### src/rtl/timer_multi.sv
// timer_multi: NUM_CH independent prescaled counters with compare match,
// periodic or one-shot mode, per-channel interrupt enable and a shared
// write-1-to-clear pending register, on a simple peripheral bus.
//
// Ports:
//   clk        system clock
//   rst        synchronous reset, active-high
//   data_i     write data (32)
//   addr_i     byte address; only addr_i[7:0] is decoded
//   we_i       write strobe, one write per asserted cycle
//   data_o     read data, combinational from addr_i (32)
//   int_sig_o  per-channel interrupt = pending & IE (NUM_CH)
//   int_any_o  OR of int_sig_o
//
// Map: channel n at n*0x10 (+0x0 CTRL, +0x4 COUNT, +0x8 CMP), STATUS at 0xF0.
// CTRL: [0] EN, [1] MODE (1 = one-shot), [2] IE, [15:8] PRESC.
module timer_multi #(
    parameter int unsigned NUM_CH      = 4,
    parameter int unsigned CNT_WIDTH   = 32,
    parameter int unsigned PRESC_WIDTH = 8
) (
    input  logic              clk,
    input  logic              rst,
    input  logic [31:0]       data_i,
    input  logic [31:0]       addr_i,
    input  logic              we_i,
    output logic [31:0]       data_o,
    output logic [NUM_CH-1:0] int_sig_o,
    output logic              int_any_o
);

    localparam int unsigned CH_IDX_W   = 4;
    localparam int unsigned OFF_W      = 4;
    localparam logic [7:0]  STATUS_ADR = 8'hF0;
    localparam logic [3:0]  OFF_CTRL   = 4'h0;
    localparam logic [3:0]  OFF_COUNT  = 4'h4;
    localparam logic [3:0]  OFF_CMP    = 4'h8;

    // Per-channel state
    logic [NUM_CH-1:0]      r_en;
    logic [NUM_CH-1:0]      r_mode;
    logic [NUM_CH-1:0]      r_ie;
    logic [NUM_CH-1:0]      r_pend;
    logic [PRESC_WIDTH-1:0] r_presc [NUM_CH];
    logic [PRESC_WIDTH-1:0] r_psc   [NUM_CH];
    logic [CNT_WIDTH-1:0]   r_count [NUM_CH];
    logic [CNT_WIDTH-1:0]   r_cmp   [NUM_CH];

    // Decoded strobes and per-channel events
    logic [CH_IDX_W-1:0]    w_ch;
    logic [OFF_W-1:0]       w_off;
    logic [NUM_CH-1:0]      w_tick;
    logic [NUM_CH-1:0]      w_match;
    logic [NUM_CH-1:0]      w_wr_ctrl;
    logic [NUM_CH-1:0]      w_wr_count;
    logic [NUM_CH-1:0]      w_wr_cmp;
    logic [NUM_CH-1:0]      w_clr;
    logic                   w_wr_status;
    logic [31:0]            w_rdata;
    logic                   w_unused;

    assign w_ch  = addr_i[7:4];
    assign w_off = addr_i[3:0];

    // Bits not decoded (and data bits beyond a narrow CNT_WIDTH) are intentionally dropped
    assign w_unused = ^{addr_i[31:8], data_i};

    // Address decode and tick/match generation
    always_comb begin
        w_tick      = '0;
        w_match     = '0;
        w_wr_ctrl   = '0;
        w_wr_count  = '0;
        w_wr_cmp    = '0;
        w_wr_status = we_i && (addr_i[7:0] == STATUS_ADR);
        for (int unsigned n = 0; n < NUM_CH; n++) begin
            w_tick[n]  = r_en[n] && (r_psc[n] == r_presc[n]);
            w_match[n] = w_tick[n] && (r_count[n] == r_cmp[n]);
            if (we_i && (w_ch == CH_IDX_W'(n))) begin
                w_wr_ctrl[n]  = (w_off == OFF_CTRL);
                w_wr_count[n] = (w_off == OFF_COUNT);
                w_wr_cmp[n]   = (w_off == OFF_CMP);
            end
        end
        w_clr = w_wr_status ? data_i[NUM_CH-1:0] : '0;
    end

    // Channel state update; software writes take priority over hardware
    always_ff @(posedge clk) begin
        if (rst) begin
            r_en   <= '0;
            r_mode <= '0;
            r_ie   <= '0;
            r_pend <= '0;
            for (int unsigned n = 0; n < NUM_CH; n++) begin
                r_presc[n] <= '0;
                r_psc[n]   <= '0;
                r_count[n] <= '0;
                r_cmp[n]   <= '0;
            end
        end else begin
            // A hardware set beats a W1C of the same bit
            r_pend <= (r_pend & ~w_clr) | w_match;
            for (int unsigned n = 0; n < NUM_CH; n++) begin
                if (w_wr_ctrl[n] || w_wr_count[n] || !r_en[n] || w_tick[n]) begin
                    r_psc[n] <= '0;
                end else begin
                    r_psc[n] <= r_psc[n] + PRESC_WIDTH'(1);
                end

                if (w_wr_count[n]) begin
                    r_count[n] <= data_i[CNT_WIDTH-1:0];
                end else if (w_match[n]) begin
                    r_count[n] <= '0;
                end else if (w_tick[n]) begin
                    r_count[n] <= r_count[n] + CNT_WIDTH'(1);
                end

                if (w_wr_ctrl[n]) begin
                    r_en[n]    <= data_i[0];
                    r_mode[n]  <= data_i[1];
                    r_ie[n]    <= data_i[2];
                    r_presc[n] <= data_i[8 +: PRESC_WIDTH];
                end else if (w_match[n] && r_mode[n]) begin
                    r_en[n] <= 1'b0;
                end

                if (w_wr_cmp[n]) begin
                    r_cmp[n] <= data_i[CNT_WIDTH-1:0];
                end
            end
        end
    end

    // Read mux; unmapped offsets and absent channels read 0
    always_comb begin
        w_rdata = '0;
        if (addr_i[7:0] == STATUS_ADR) begin
            w_rdata = 32'(r_pend);
        end
        for (int unsigned n = 0; n < NUM_CH; n++) begin
            if (w_ch == CH_IDX_W'(n)) begin
                case (w_off)
                    OFF_CTRL:  w_rdata = {16'h0, 8'(r_presc[n]), 5'h0, r_ie[n], r_mode[n], r_en[n]};
                    OFF_COUNT: w_rdata = 32'(r_count[n]);
                    OFF_CMP:   w_rdata = 32'(r_cmp[n]);
                    default:   w_rdata = '0;
                endcase
            end
        end
    end

    assign data_o    = w_rdata;
    assign int_sig_o = r_pend & r_ie;
    assign int_any_o = |int_sig_o;

endmodule
### config.mk
export PLATFORM = sky130hd
export DESIGN_NAME = timer_multi
export DESIGN_NICKNAME = d
export VERILOG_FILES = /design/src/rtl/timer_multi.sv
export SDC_FILE = /design/constraint.sdc
export NUM_CORES = 1
export LEC_CHECK = 0
export CAP_MARGIN = 25
export CORE_ASPECT_RATIO = 0.7
export CORE_MARGIN = 10
export CORE_UTILIZATION = 50
export CTS_CLUSTER_DIAMETER = 200
export DETAILED_ROUTE_END_ITERATION = 7
export GPL_ROUTABILITY_DRIVEN = 1
export HOLD_SLACK_MARGIN = 0.02
export PLACE_DENSITY = 0.75
export SLEW_MARGIN = 10
export SYNTH_ARGS = -nofsm -noshare
export SYNTH_HDL_FRONTEND = slang
export SYNTH_SLANG_ARGS = --single-unit
### constraint.sdc
create_clock -name clk -period 5.05 [get_ports clk]
set_clock_uncertainty 0.15 [all_clocks]
set_input_delay 0.7575 -clock clk [delete_from_list [all_inputs] [get_ports clk]]
set_output_delay 0.7575 -clock clk [all_outputs]
set_load 0.005 [all_outputs]
==> impl_metrics.toml, run 1 <==
[status]
status = "finished clean"

[logic_synthesis]
syn_area_sq_mm = 0.0209
synthArstFlopShare_pct = 0
synth_cell_types = 59
ys_ff_latch = 336
syn_avg_cell_area_sq_um = 9.97
synth_warnings = 0
synth_cells = 2095
synth-main-ff-cell = "edfxtp_1"
ys_seq_area_share_pct = 47.5
synth-edff-count = 320

[clocking]
clk_path_buf_depth = 3
cts_hold_buf = 0
cts_tree = "done"
clk_pin_slew_ns = 0.06
insertion_delay_ns = 0.55
cts.sinks = 336
cts_setup_buffers = 0
cts_made_buffers = 37
cts-root-buf = "clkbuf_16"
cts.repair.resized = 0
h-tree-depth = 2

[cells_and_area]
fin_area_sq_mm = 0.0235
areaGrowthSynthToFinish_pct = 12.5
fillers = 3564
fin_nets = 2220
final_core_util_pct = 57.2
drive_gt1_share_pct = 6.21
stdcell_count = 2721

[timing]
setup_tns_ns = 0
worstMarginPinSlew_ns = 1.11
rsz0062_at_grt = "no"
finalHoldViolations = 0
setup_viol = 0
slew_viol_final = 0
slew_headroom_pct = 25.6
timing.final.crit_share_pct = 93.3
fin_crit_ns = 4.71
fmax_ghz = 0.212

[detailed_routing]
num_vias = 17200
dr.first_iter.drc_count = 2496
wl_per_cell_um = 24.8
via_per_inst = 6.32
drc_errors = 0
wl_um = 67400
ant_nets = 0
first_pass_iters = 6

[floorplan]
die_w_um = 264
core_area_sq_mm = 0.0411
rows = 62
die_y_um = 191
start_util_pct = 50.8
ioPinCount = 104
die_area_sq_mm = 0.0505

[setup_path]
critPathKind = "primary input to primary output"
path_max_fanout = 21
max_stage_delay_ns = 0.59
cp.arrival_ns = 3.80
cp-startpoint = "addr_i[7]"
crit_slowest_cell = "clkdlybuf4s50_1"
start_kind = "primary input"
path_buf_inv = 2
r2r_start = "r_count[3][30]"
crit_family = "buffers and inverters"
endpoint_kind = "primary output"
cp.required_ns = 4.14
crit_chain = "clkdlybuf4s50_1 -> or3_1 -> nor2_4 -> a22oi_1 -> a211oi_1 -> o21ai_0 -> o21ai_0 -> clkdlybuf4s50_1"

[min_path]
holdCritPathClass = "flip-flop to flip-flop"
min_from = "r_mode[0]"

[placement]
dp_hpwl_um = 47900
dp.cells = 2649
gp_congestion = 0.961
post_dp_cell_area_sq_mm = 0.0223
io_buffers = 79

[global_route]
grt_pass1_vias = 16300
grt_pass1_wl_um = 101000
grt_overflow = 0
grt_antenna_before_repair = 5
grt_max_degree = 47
grtUsageTotal_pct = 25.8

[flow_run]
drv_cap = 0

[pwr]
leakagePower_nw = 7.91
peakVddDrop_mv = 0.259
p_per_area_mw_per_mm2 = 284
## logic make-up (layout without fill, tap and decap cells)
kind of cell               Yosys count  in the layout  synth area share [%]
and+or+nand+nor                    813            813                  20.1
DFF                                336            336                  47.5
buffers and inverters              170            218                  3.46
adders and majority gates            8              8                 0.479
other                                1             35                0.0179
xor gates and xnor gates           303            303                  12.7
muxes                               64             64                  3.08
AOI/OAI and AO/OA                  400            400                  12.7
## worst paths after layout
check	endpoint	slack, ns	cells after the start
max reg2reg	r_count[3][24]	2.16	7
max	data_o[21]	0.34	8
min	r_mode[0]	0.33	2
min reg2reg	r_mode[0]	0.33	2
## layout make-up
type | count | area [sq um] | area share [%]
inverters | 19 | 71.3 | 0.303
repair buffers | 131 | 1210 | 5.16
clock inverters | 23 | 188 | 0.799
flip-flops and latches | 336 | 9930 | 42.3
diodes | 3 | 7.51 | 0.0319
clock buffers | 45 | 998 | 4.25
multi-input cells | 1620 | 10400 | 44.3
well taps | 544 | 681 | 2.90
## Yosys cell counts (all sizes together) (16+ instances only)
cell type  number  area (sq um)
and3           32           200
dfxtp          16           320
o21ai         100           500
xor2          187          1640
a22oi          46           345
edfxtp        320          9610
nand2         136           510
nor2          234           893
a211oi         41           308
buf            63           309
a21oi          92           460
and2          160          1000
inv            19          71.3
mux2i          62           621
nor4           36           292
nor3           26           156
nand4          60           382
xnor2         116          1020
clkbuf         88           343
nand3          94           475
a2bb2oi        85           744
## layout by cell type (no fill, tap or decap), drive strengths merged, types with 26 or more instances in the layout
cell type      instances
edfxtp               320
nor2                 234
xor2                 187
and2                 160
nand2                136
xnor2                116
o21ai                100
nand3                 94
a21oi                 92
a2bb2oi               85
clkdlybuf4s50         77
mux2i                 62
nand4                 60
buf                   54
a22oi                 46
clkbuf                45
a211oi                41
nor4                  36
and3                  32
conb                  32
nor3                  26
## registers in the layout (all words and copies together), names as in the netlist
| register | count |
|---|---|
| r_cmp | 128 |
| r_count | 128 |
| r_presc | 32 |
| r_psc | 32 |
| r_en | 4 |
| r_ie | 4 |
| r_mode | 4 |
| r_pend | 4 |
## per-layer routing
layer | wire length (um) | global-route usage, % | part of all wire (%)
met1 | 28000 | 37.2 | 42
met5 | 0 | 0 | 0
met2 | 29000 | 38.9 | 43
met3 | 9200 | 6.48 | 14
met4 | 1190 | 4.93 | 1.8
## report_power, final
group	total, W	internal, W	switching, W
sequential	0.00334	0.00317	0.000168
clock	0.00273	0.00156	0.00117
combinational	0.000591	0.000226	0.000365
total	0.00667	0.00497	0.00170
## worst min-delay path: cells and delay by family (launching register included)
family           cells  cell delay (ns)
AO/OA/AOI/OAI        1             0.05
flip-flops           1             0.32
AND/OR/NAND/NOR      1             0.06
## per-stage QoR
step	power, W	hold WS, ns	setup slack (ns)
after global placement	0.00395	0.307	0.502
after floorplan	0.00370	0.294	0.235
after detailed placement	0.00396	0.315	0.470
final	0.00667	0.326	0.338
after global routing	0.00685	0.340	0.179
after CTS	0.00666	0.323	0.456
No activity file was read; power rests on OpenSTA's default activity.
==> run 2: changes to the inputs <==
GPL_ROUTABILITY_DRIVEN = 0   (was 1)
MAX_ROUTING_LAYER = met4   (was unset)
==> run 2 against run 1 <==
Power decreased by 2.2%. Sequential share of layout area increased by 0.24 points. Critical path type unchanged. Critical endpoint is now data_o[6]. Wire length decreased by 2.7%. Global-route usage decreased by 0.14 points. Core utilization decreased by 0.32 points. Worst setup slack improved by 0.060 ns.
==> impl_metrics.toml, run 2 (synthesis results as in run 1) <==
[status]
status = "finished clean"

[pwr]
power_frac_seq_pct = 51.3
p_sw_w = 0.00165
power.share.combinational_pct = 9.0
p_per_area_mw_per_mm2 = 279
intPower_w = 0.00486
leakagePower_nw = 7.85
peakVddDrop_mv = 0.254
swShare_pct = 25.4
pwr-share-clk_pct = 39.7

[detailed_routing]
drc_errors = 0
via_per_inst = 6.36
wl_um = 65600
first_pass_iters = 6
dr.first_iter.drc_count = 2883
num_vias = 17200
ant_nets = 0
wl_per_cell_um = 24.2

[timing]
fin_crit_ns = 4.65
slew_headroom_pct = 21.4
timing.final.crit_share_pct = 92.1
fmax_ghz = 0.215
rsz0062_at_grt = "no"
slew_viol_final = 0
setup_tns_ns = 0
setup_ws_ns = 0.398
worstMarginPinSlew_ns = 1.18
setup_viol = 0
finalHoldViolations = 0

[floorplan]
core_area_sq_mm = 0.0411
ioPinCount = 104
rows = 62
start_util_pct = 50.8
die_area_sq_mm = 0.0505
die_w_um = 264
die_y_um = 191

[setup_path]
critPathKind = "primary input to primary output"
start_kind = "primary input"
reg2reg_slack_ns = 1.73
cp.arrival_ns = 3.74
endpoint_kind = "primary output"
cp.required_ns = 4.14
path_max_fanout = 21

[clocking]
cts_made_buffers = 35
h-tree-depth = 2
cts.sinks = 336
cts_setup_buffers = 0
cts.repair.resized = 0
clk_pin_slew_ns = 0.06
cts-root-buf = "clkbuf_16"
clk_path_buf_depth = 3
cts_hold_buf = 0
cts_tree = "done"
insertion_delay_ns = 0.54

[cells_and_area]
fin_nets = 2212
areaGrowthSynthToFinish_pct = 11.9
drive_gt1_share_pct = 5.87
reg_top3 = "r_cmp (128), r_count (128)"
stdcell_count = 2707
final_core_util_pct = 56.8
layout_commonest_cell = "edfxtp_1"
final_cell_mix = "edfxtp_1, nor2_1, xor2_1, and2_1, nand2_1"
fin_area_sq_mm = 0.0234

[flow_run]
drv_cap = 0

[global_route]
grtUsageTotal_pct = 25.7
grt_overflow = 0
met1_usage_pct = 36.9
grt_busiest_layer = "met1"
grt_max_degree = 70
grt_pass1_wl_um = 97800
grt_antenna_before_repair = 3
met3_usage_pct = 5.74
grt_pass1_vias = 16000
grt.met2_usage_pct = 36.8

[placement]
dp.cells = 2644
dp_hpwl_um = 46900
place_ws_ns = 0.526
io_buffers = 79
post_dp_cell_area_sq_mm = 0.0223

[min_path]
holdCritPathClass = "flip-flop to flip-flop"
run 2: critical path, cell delays in order:
cell	delay, ns
clkdlybuf4s50_1	0.51
or3_1	0.48
nor2_4	0.47
a22oi_1	0.25
a211oi_1	0.27
o21ai_0	0.25
o21ai_0	0.19
clkdlybuf4s50_1	0.56
run 2: final cells by class:
type | count | area (sq um)
fill | 3502 | 17700
timing repair buffer | 125 | 1170
antenna | 1 | 2.50
tap | 544 | 681
clock buffer | 45 | 976
inverter | 19 | 71.3
multi-input combinational | 1620 | 10400
clock inverter | 17 | 126
sequential | 336 | 9930
run 2: power groups by stage:
stage               combinational, W  sequential (W)  clock (W)
CTS                         0.000566         0.00334    0.00261
floorplan                   0.000373         0.00333          0
global route                0.000616         0.00335    0.00272
detailed placement          0.000562         0.00339          0
finish                      0.000584         0.00334    0.00259
global placement            0.000553         0.00338          0
run 2: per-layer routing:
| metal | part of all wire, % | vias to the layer above |
|---|---|---|
| met1 | 41 | 8238 |
| met5 | 0 | - |
| met4 | 1.9 | 0 |
| met2 | 42 | 1223 |
| met3 | 15 | 113 |
| li1 | - | 7643 |
run 2: worst paths after layout:
kind | end | startpoint | depth (start not counted)
min reg2reg | r_mode[0] | r_mode[0] | 2
max | data_o[6] | addr_i[7] | 8
max reg2reg | r_count[0][24] | r_count[0][5] | 8
min | r_mode[0] | r_mode[0] | 2
run 2: per-stage QoR:
stage / hold WS [ns] / power (W)
after floorplan: 0.294 / 0.00370
after global placement: 0.305 / 0.00394
after detailed placement: 0.309 / 0.00396
after CTS: 0.317 / 0.00651
after global routing: 0.347 / 0.00669
final: 0.318 / 0.00652
==> run 3: changes to the inputs <==
CTS_CLUSTER_DIAMETER = 150   (was 200)
==> results of run 3 <==
The final DEF is identical to that of run 2; final timing and power are the same.
